## src/rtl/v7458_pkg.sv

```systemverilog
// Shared definitions for the 7458 dual AND-OR gate self-test block.
//   NUM_PAT : number of exhaustive input patterns (2^PAT_W)
//   PAT_W   : stimulus width (a..j)
//   CNT_W   : error counter width, wide enough to hold NUM_PAT
//   state_t : self-test sequencer states
package v7458_pkg;

  localparam int NUM_PAT = 1024;
  localparam int PAT_W   = 10;
  localparam int CNT_W   = 11;

  typedef enum logic [2:0] {
    ST_IDLE,
    ST_DRIVE,
    ST_SETTLE,
    ST_SAMPLE,
    ST_DONE
  } state_t;

endpackage

```

## src/rtl/v7458_model.sv

```systemverilog
// Reference behaviour of the dual AND-OR gate.
//   i_pat : pattern, bit9..bit0 = a,b,c,d,e,f,g,h,i,j
//   o_m   : expected (a&b&c)|(d&e&f)
//   o_n   : expected (g&h)|(i&j)
module v7458_model
  import v7458_pkg::*;
(
  input  logic [PAT_W-1:0] i_pat,
  output logic             o_m,
  output logic             o_n
);

  assign o_m = (i_pat[9] & i_pat[8] & i_pat[7]) | (i_pat[6] & i_pat[5] & i_pat[4]);
  assign o_n = (i_pat[3] & i_pat[2]) | (i_pat[1] & i_pat[0]);

endmodule

```

## src/rtl/v7458_selftest.sv

```systemverilog
// Exhaustive self-test sequencer for a 7458 dual AND-OR gate.
// Each pattern is driven for one cycle, left to settle for SETTLE cycles,
// then the gate outputs are compared against the reference model.
//   clk, rst      : clock, asynchronous active-high reset
//   start         : request a full run (honoured only when idle or done)
//   pat_o         : stimulus to the gate
//   m_i, n_i      : gate outputs under test
//   busy, done    : run in progress / run complete
//   pass          : run complete with no failing patterns
//   err_cnt       : failing pattern count
//   first_err_pat : first failing pattern (0 if none)
module v7458_selftest
  import v7458_pkg::*;
#(
  parameter int SETTLE = 1
) (
  input  logic             clk,
  input  logic             rst,
  input  logic             start,
  output logic [PAT_W-1:0] pat_o,
  input  logic             m_i,
  input  logic             n_i,
  output logic             busy,
  output logic             done,
  output logic             pass,
  output logic [CNT_W-1:0] err_cnt,
  output logic [PAT_W-1:0] first_err_pat
);

  state_t           r_state;
  state_t           w_state_nxt;
  logic [3:0]       r_settle_cnt;
  logic [PAT_W-1:0] r_pat;
  logic [CNT_W-1:0] r_err_cnt;
  logic [PAT_W-1:0] r_first_err;
  logic             r_busy;
  logic             r_done;
  logic             r_pass;
  logic             w_exp_m;
  logic             w_exp_n;
  logic             w_fail;
  logic             w_last_pat;
  logic             w_settle_end;

  v7458_model u_model (
    .i_pat (r_pat),
    .o_m   (w_exp_m),
    .o_n   (w_exp_n)
  );

  assign w_last_pat   = &r_pat;
  assign w_settle_end = (r_settle_cnt == 4'(SETTLE - 1));
  // One failure per pattern, regardless of how many outputs mismatch.
  assign w_fail = (r_state == ST_SAMPLE) && ((m_i != w_exp_m) || (n_i != w_exp_n));

  always_ff @(posedge clk or posedge rst) begin
    if (rst) begin
      r_state <= ST_IDLE;
    end else begin
      r_state <= w_state_nxt;
    end
  end

  always_comb begin
    w_state_nxt = r_state;
    case (r_state)
      ST_IDLE, ST_DONE: if (start) w_state_nxt = ST_DRIVE;
      ST_DRIVE:         w_state_nxt = ST_SETTLE;
      ST_SETTLE:        if (w_settle_end) w_state_nxt = ST_SAMPLE;
      ST_SAMPLE:        w_state_nxt = w_last_pat ? ST_DONE : ST_DRIVE;
      default:          w_state_nxt = ST_IDLE;
    endcase
  end

  always_ff @(posedge clk or posedge rst) begin
    if (rst) begin
      r_settle_cnt <= '0;
      r_pat        <= '0;
      r_err_cnt    <= '0;
      r_first_err  <= '0;
      r_busy       <= 1'b0;
      r_done       <= 1'b0;
      r_pass       <= 1'b0;
    end else begin
      case (r_state)
        ST_IDLE, ST_DONE: begin
          if (start) begin
            r_pat       <= '0;
            r_err_cnt   <= '0;
            r_first_err <= '0;
            r_busy      <= 1'b1;
            r_done      <= 1'b0;
            r_pass      <= 1'b0;
          end
        end
        ST_DRIVE: begin
          r_settle_cnt <= '0;
        end
        ST_SETTLE: begin
          r_settle_cnt <= r_settle_cnt + 4'd1;
        end
        ST_SAMPLE: begin
          if (w_fail) begin
            r_err_cnt <= r_err_cnt + CNT_W'(1);
            if (r_err_cnt == '0) r_first_err <= r_pat;
          end
          if (w_last_pat) begin
            r_busy <= 1'b0;
            r_done <= 1'b1;
            // Include the final pattern's result, which is not yet in r_err_cnt.
            r_pass <= (r_err_cnt == '0) && !w_fail;
          end else begin
            r_pat <= r_pat + PAT_W'(1);
          end
        end
        default: begin
          r_busy <= 1'b0;
        end
      endcase
    end
  end

  assign pat_o         = r_pat;
  assign busy          = r_busy;
  assign done          = r_done;
  assign pass          = r_pass;
  assign err_cnt       = r_err_cnt;
  assign first_err_pat = r_first_err;

endmodule

```

## config.mk

```make
export PLATFORM = sky130hd
export DESIGN_NAME = v7458_selftest
export DESIGN_NICKNAME = d
export VERILOG_FILES = /design/src/rtl/v7458_pkg.sv /design/src/rtl/v7458_model.sv /design/src/rtl/v7458_selftest.sv
export SDC_FILE = /design/constraint.sdc
export NUM_CORES = 1
export LEC_CHECK = 0
export CAP_MARGIN = 20
export CORE_MARGIN = 3
export CORE_UTILIZATION = 46
export DETAILED_ROUTE_END_ITERATION = 10
export PLACE_DENSITY = 0.71
export SYNTH_ARGS = -nofsm -noshare
export SYNTH_HDL_FRONTEND = slang
export SYNTH_SLANG_ARGS = --single-unit
export TNS_END_PERCENT = 20
```

## constraint.sdc

```tcl
create_clock -name clk -period 2.3 [get_ports clk]
set_input_delay 0.23 -clock clk [delete_from_list [all_inputs] [get_ports clk]]
set_output_delay 0.23 -clock clk [all_outputs]
set_load 0.02 [all_outputs]
```

== Word level (Yosys, flattened, before mapping) ==
Cells that the tools add are included.

* Output and inout bits: 34
* Register bits after elaboration: 41

* Muxes and demuxes: 22
* Bitwise operators: 9
* Reductions and logical operators: 18
* Equal/unequal tests: 12
* Add/subtract/negate cells: 3

{| class="wikitable"
|+ Operators by type and width
! cell !! count
|-
| 2-to-1 mux 10 bit || 4
|-
| case mux 10 bit (2 select lines) || 2
|-
| 2-to-1 mux 11 bit || 2
|-
| case mux 11 bit (2 select lines) || 1
|-
| case mux 3 bit (4 select lines) || 1
|-
| AND reduction 3 bit || 4
|-
| adder 11 x 1 -> 11 bit (second input constant) || 1
|-
| zero test 11 bit || 1
|-
| adder 10 x 1 -> 10 bit (second input constant) || 1
|-
| != test 2 bit (second input constant) || 5
|-
| AND reduction 10 bit || 1
|-
| 2-to-1 mux 3 bit || 3
|-
| case mux 4 bit (2 select lines) || 1
|-
| AND 1 bit || 6
|-
| equality test 3 x 2 -> 1 bit (second input constant) || 2
|-
| 2-to-1 mux 1 bit || 5
|-
| adder 4 x 1 -> 4 bit (second input constant) || 1
|-
| zero test 4 bit || 1
|-
| case mux 1 bit (2 select lines) || 2
|-
| AND reduction 4 bit || 1
|-
| nonzero test 2 bit || 2
|-
| OR reduction 2 bit || 2
|-
| equality test 3 x 1 -> 1 bit (second input constant) || 1
|-
| equality test 3 bit (second input constant) || 1
|-
| other kinds (10) || 13
|}

== Logic depth before layout (Yosys ltp) ==
* Word-level depth: 10
* Depth in mapped cells: 7
* Mapped depth without buffers: 6

== Modules after synthesis ==
From an unflattened synthesis, not the netlist that was laid out.

* Cells, all modules: 234
* Area, all modules: 2,243.4 sq um

{| class="wikitable"
|+ By module, submodules not included
! module !! sequential area each (sq um) !! cells each !! area each (sq um) !! times used
|-
| v7458_selftest || 1,026.0 || 230 || 2,220.9 || 1
|-
| v7458_model || 0.0 || 4 || 22.5 || 1
|}

== Worst setup path after synthesis ==
No wires, ideal clock.

* Path kind: register to register
* From: reg r_pat[0] (netlist: pat_o[0])
* To: reg r_err_cnt[4] (netlist: err_cnt[4])
* Arrival time: 1.738 ns
* Buffers on the path: 1
* Slack: 0.444 ns
* Period minus slack after synthesis: 1.856 ns
* Required time: 2.182 ns
* Stages on the path, launching flop included: 8
* Cells stage by stage: dfrtp_1 ha_1 a21oi_2 xor2_2 a31o_4 buf_6 o31ai_2 a21o_1

* Longest elaborated chain between the ends: 7

{| class="wikitable"
|+ RTL lines
! what !! line !! RTL
|-
| start, declared || v7458_selftest.sv:33 || <nowiki>logic [PAT_W-1:0] r_pat;</nowiki>
|-
| start signal, assigned || v7458_selftest.sv:113 || <nowiki>r_pat <= r_pat + PAT_W'(1);</nowiki>
|-
| AND 1 bit || v7458_model.sv:14 || <nowiki>assign o_n = (i_pat[3] & i_pat[2]) | (i_pat[1] & i_pat[0]);</nowiki>
|-
| bitwise OR 1 bit || v7458_model.sv:14 ||
|-
| != test 1 bit || v7458_selftest.sv:54 || <nowiki>assign w_fail = (r_state == ST_SAMPLE) && ((m_i != w_exp_m) || (n_i != w_exp_n));</nowiki>
|-
| logical OR 1 bit || v7458_selftest.sv:54 ||
|-
| logical AND 1 bit || v7458_selftest.sv:54 ||
|-
| != test 2 bit (no source line) || n/a ||
|-
| AND reduction 3 bit (no source line) || n/a ||
|-
| end signal, assigned || v7458_selftest.sv:104 || <nowiki>r_err_cnt <= r_err_cnt + CNT_W'(1);</nowiki>
|-
| end, declared || v7458_selftest.sv:34 || <nowiki>logic [CNT_W-1:0] r_err_cnt;</nowiki>
|}

Every way passes these cells.
A chain may end at the register's enable or synchronous reset.

== Final worst setup path ==
* From: reg r_pat[0] (netlist: pat_o[0])
* To: reg r_err_cnt[6] (netlist: err_cnt[6])

Same word-level chain as after synthesis.

==> qor.yml <==
fmax_mhz: 525
die_y_um: 75.8
p_total_mw: 2.67
worstSetupEndpointType: "flop"
fin_nets: 289
yosys_warnings: 0
cts.repair.resized: 0
synth_mux_area_share_pct: 4.91
final_cells: 345
cts_hold_buf: 0
wirelength_um: 4860
clk_latency_ns: 0.29
gp_congestion: 0.793
io_pins: 39
critical_path_arrival_ns: 2.09
r2r_cells: 6
grt_max_degree: 42
ys_types: 48
tightest_slew_ns: 0.512
rrSetupSlack_ns: 0.39
clock_sink_count: 41
firstDrtPassIters: 6
synth-seq-cells: 41
fin_crit_ns: 1.91
diodes: 0
clk_path_buf_depth: 2
die_w_um: 75.8
r2r-start: "pat_o[0]"
postCtsSetupBuffers: 0
yosys.area_share.xor_xnor_pct: 3.07
dp_hpwl_um: 3470
syn_avg_cell_area_um2: 9.34
port_buffers: 38
grt_pass1_wl_um: 8340
grt_pass1_vias: 1733
final_cell_mix: "41 x nand2_1, 41 x dfrtp_1, 38 x clkdlybuf4s50_1"
worst_r2r_endpoint: "err_cnt[6]"
maxCapViolations: 0
slew_viol_final: 0
power.leakage_nw: 1.15
synth_area_um2: 2240
multi_input_area_um2: 1120
vdd_drop_max_v: 0.000528
area.sequential_um2: 1030
cts_tree: "yes"
postSynthCellCount: 240
ys.flop_type: "dfrtp_1"
p_per_area_nw_per_um2: 959
grt_setup_unrepaired: "false"
crit_chain: "ha_1, a21oi_2, xor2_2, a31o_4, nor3_1, a211o_1"
crit_required_ns: 2.49
ys_seq_area_share_pct: 45.8
synth_top_family_by_area: "simple AND/OR/NAND/NOR gates"
gr-total-overflow: 0
worst_path_max_delay_cell: "dfrtp_1"
setup_viol: 0
wl_per_cell_um: 14.1
synth-compound-area-share_pct: 16.5
synth-edff-count: 0
path_max_fanout: 13
crit_buf_inv: 0
async_flop_share_pct: 100
viasPerCell: 5.41
path_clk_slew_ns: 0.08
finalCritPeriodShare_pct: 82.9
antenna_found_initial: 0
cp_top_family: "compound AO/OA/AOI/OAI gates"
track_usage_pct: 19.4
dpl.cell_count: 337
drc: 0
fin_skew_ns: 0.00864
drive_above_1_share_pct: 9.29
tns_ns: 0
vias: 1866
max-slew-margin-rel_pct: 65.9
area_growth_pct: 24.2
path_class: "reg2reg"
hold_violations: 0
yosys.area_share.adder_pct: 2.79
cts-root-buf: "clkbuf_8"
die_area_um2: 5740
startpoint_type: "flop"
num_rows: 24
ant_nets: 0
synth-simple-area-share_pct: 22.6
core_um2: 4530
numCtsBuffers: 5
syn-num-nets: 250
drtIter0Drc: 145
cp_slowest_stage_delay_ns: 0.44
start_util_pct: 49.4
htree_levels: 2
num-fill-cells: 407
status: "completed"
hold_class: "in2async"
[cells by family after synthesis]
group | after synthesis
and+or+nand+nor | 101
AOI/OAI and AO/OA | 53
DFF | 41
buffers and inverters | 22
muxes | 11
xor gates and xnor gates | 7
adders and majority gates | 5
[where the power goes]
group	internal, mW	switching [mW]
clock network	0.271	0.248
logic	0.453	0.688
registers	0.840	0.171
[registers in the layout, indices dropped and copies added, names as in the netlist]
register       cells
r_state            3
busy               1
first_err_pat     10
pass               1
pat_o             10
r_settle_cnt       4
err_cnt           11
done               1
[cell type report]
| cell class | instances | share of cell area, % |
|---|---|---|
| Multi-Input combinational cell | 177 | 40.1 |
| Sequential cell | 41 | 36.9 |
| Timing Repair Buffer | 43 | 15.0 |
| Clock buffer | 7 | 3.46 |
| Tap cell | 65 | 2.92 |
| Inverter | 11 | 1.48 |
| Clock inverter | 1 | 0.180 |
[worst max-delay path by stage]
| stage | from | to | slack, ns | depth (start not counted) |
|---|---|---|---|---|
| after floorplan | pat_o[0] | err_cnt[4] | 0.44 | 7 |
| after global placement | pat_o[0] | err_cnt[6] | 0.44 | 6 |
| after detailed placement | pat_o[0] | err_cnt[6] | 0.39 | 6 |
| after CTS | pat_o[0] | err_cnt[6] | 0.39 | 6 |
| after global routing | pat_o[0] | pat_o[0] | 0.24 | 6 |
| final | pat_o[0] | err_cnt[6] | 0.39 | 6 |
[layer usage]
metal / vias up / track usage, % / share of wire, %
li1: 933 / - / -
met1: 895 / 26.4 / 48
met2: 36 / 30.0 / 47
met3: 2 / 5.01 / 4.2
met4: 0 / 6.41 / 0.60
met5: - / 0 / 0
[per-stage QoR]
| step | worst slack, ns | hold slack, ns | util, % | area (µm²) |
|---|---|---|---|---|
| floorplan | 0.444 | 0.314 | - | 2240 |
| global placement | 0.438 | 0.491 | 59.2 | 2680 |
| detailed placement | 0.394 | 0.494 | 59.2 | 2680 |
| CTS | 0.389 | 0.385 | 61.4 | 2780 |
| global route | 0.244 | 0.407 | 61.4 | 2780 |
| finish | 0.394 | 0.359 | 61.4 | 2780 |
[worst min-delay path: cells and delay by family]
| family | cells | cell delay [ns] |
|---|---|---|
| buf+inv | 3 | 0.88 |
[cells in the mapped netlist, types with 4 or more instances]
cell type | count | share of area, %
nand2_1 | 41 | 6.9
clkbuf_1 | 5 | 0.84
ha_1 | 5 | 2.8
o22ai_1 | 4 | 1.1
a21oi_1 | 11 | 2.5
inv_1 | 10 | 1.7
nor4_1 | 5 | 1.4
o21ai_0 | 16 | 3.6
nand3_1 | 14 | 3.1
dfrtp_1 | 41 | 46
nor3_1 | 5 | 1.1
mux2i_1 | 11 | 4.9
buf_2 | 4 | 0.89
nor2_1 | 14 | 2.3
nand4_1 | 5 | 1.4
Power figures use the tool's default switching activity.
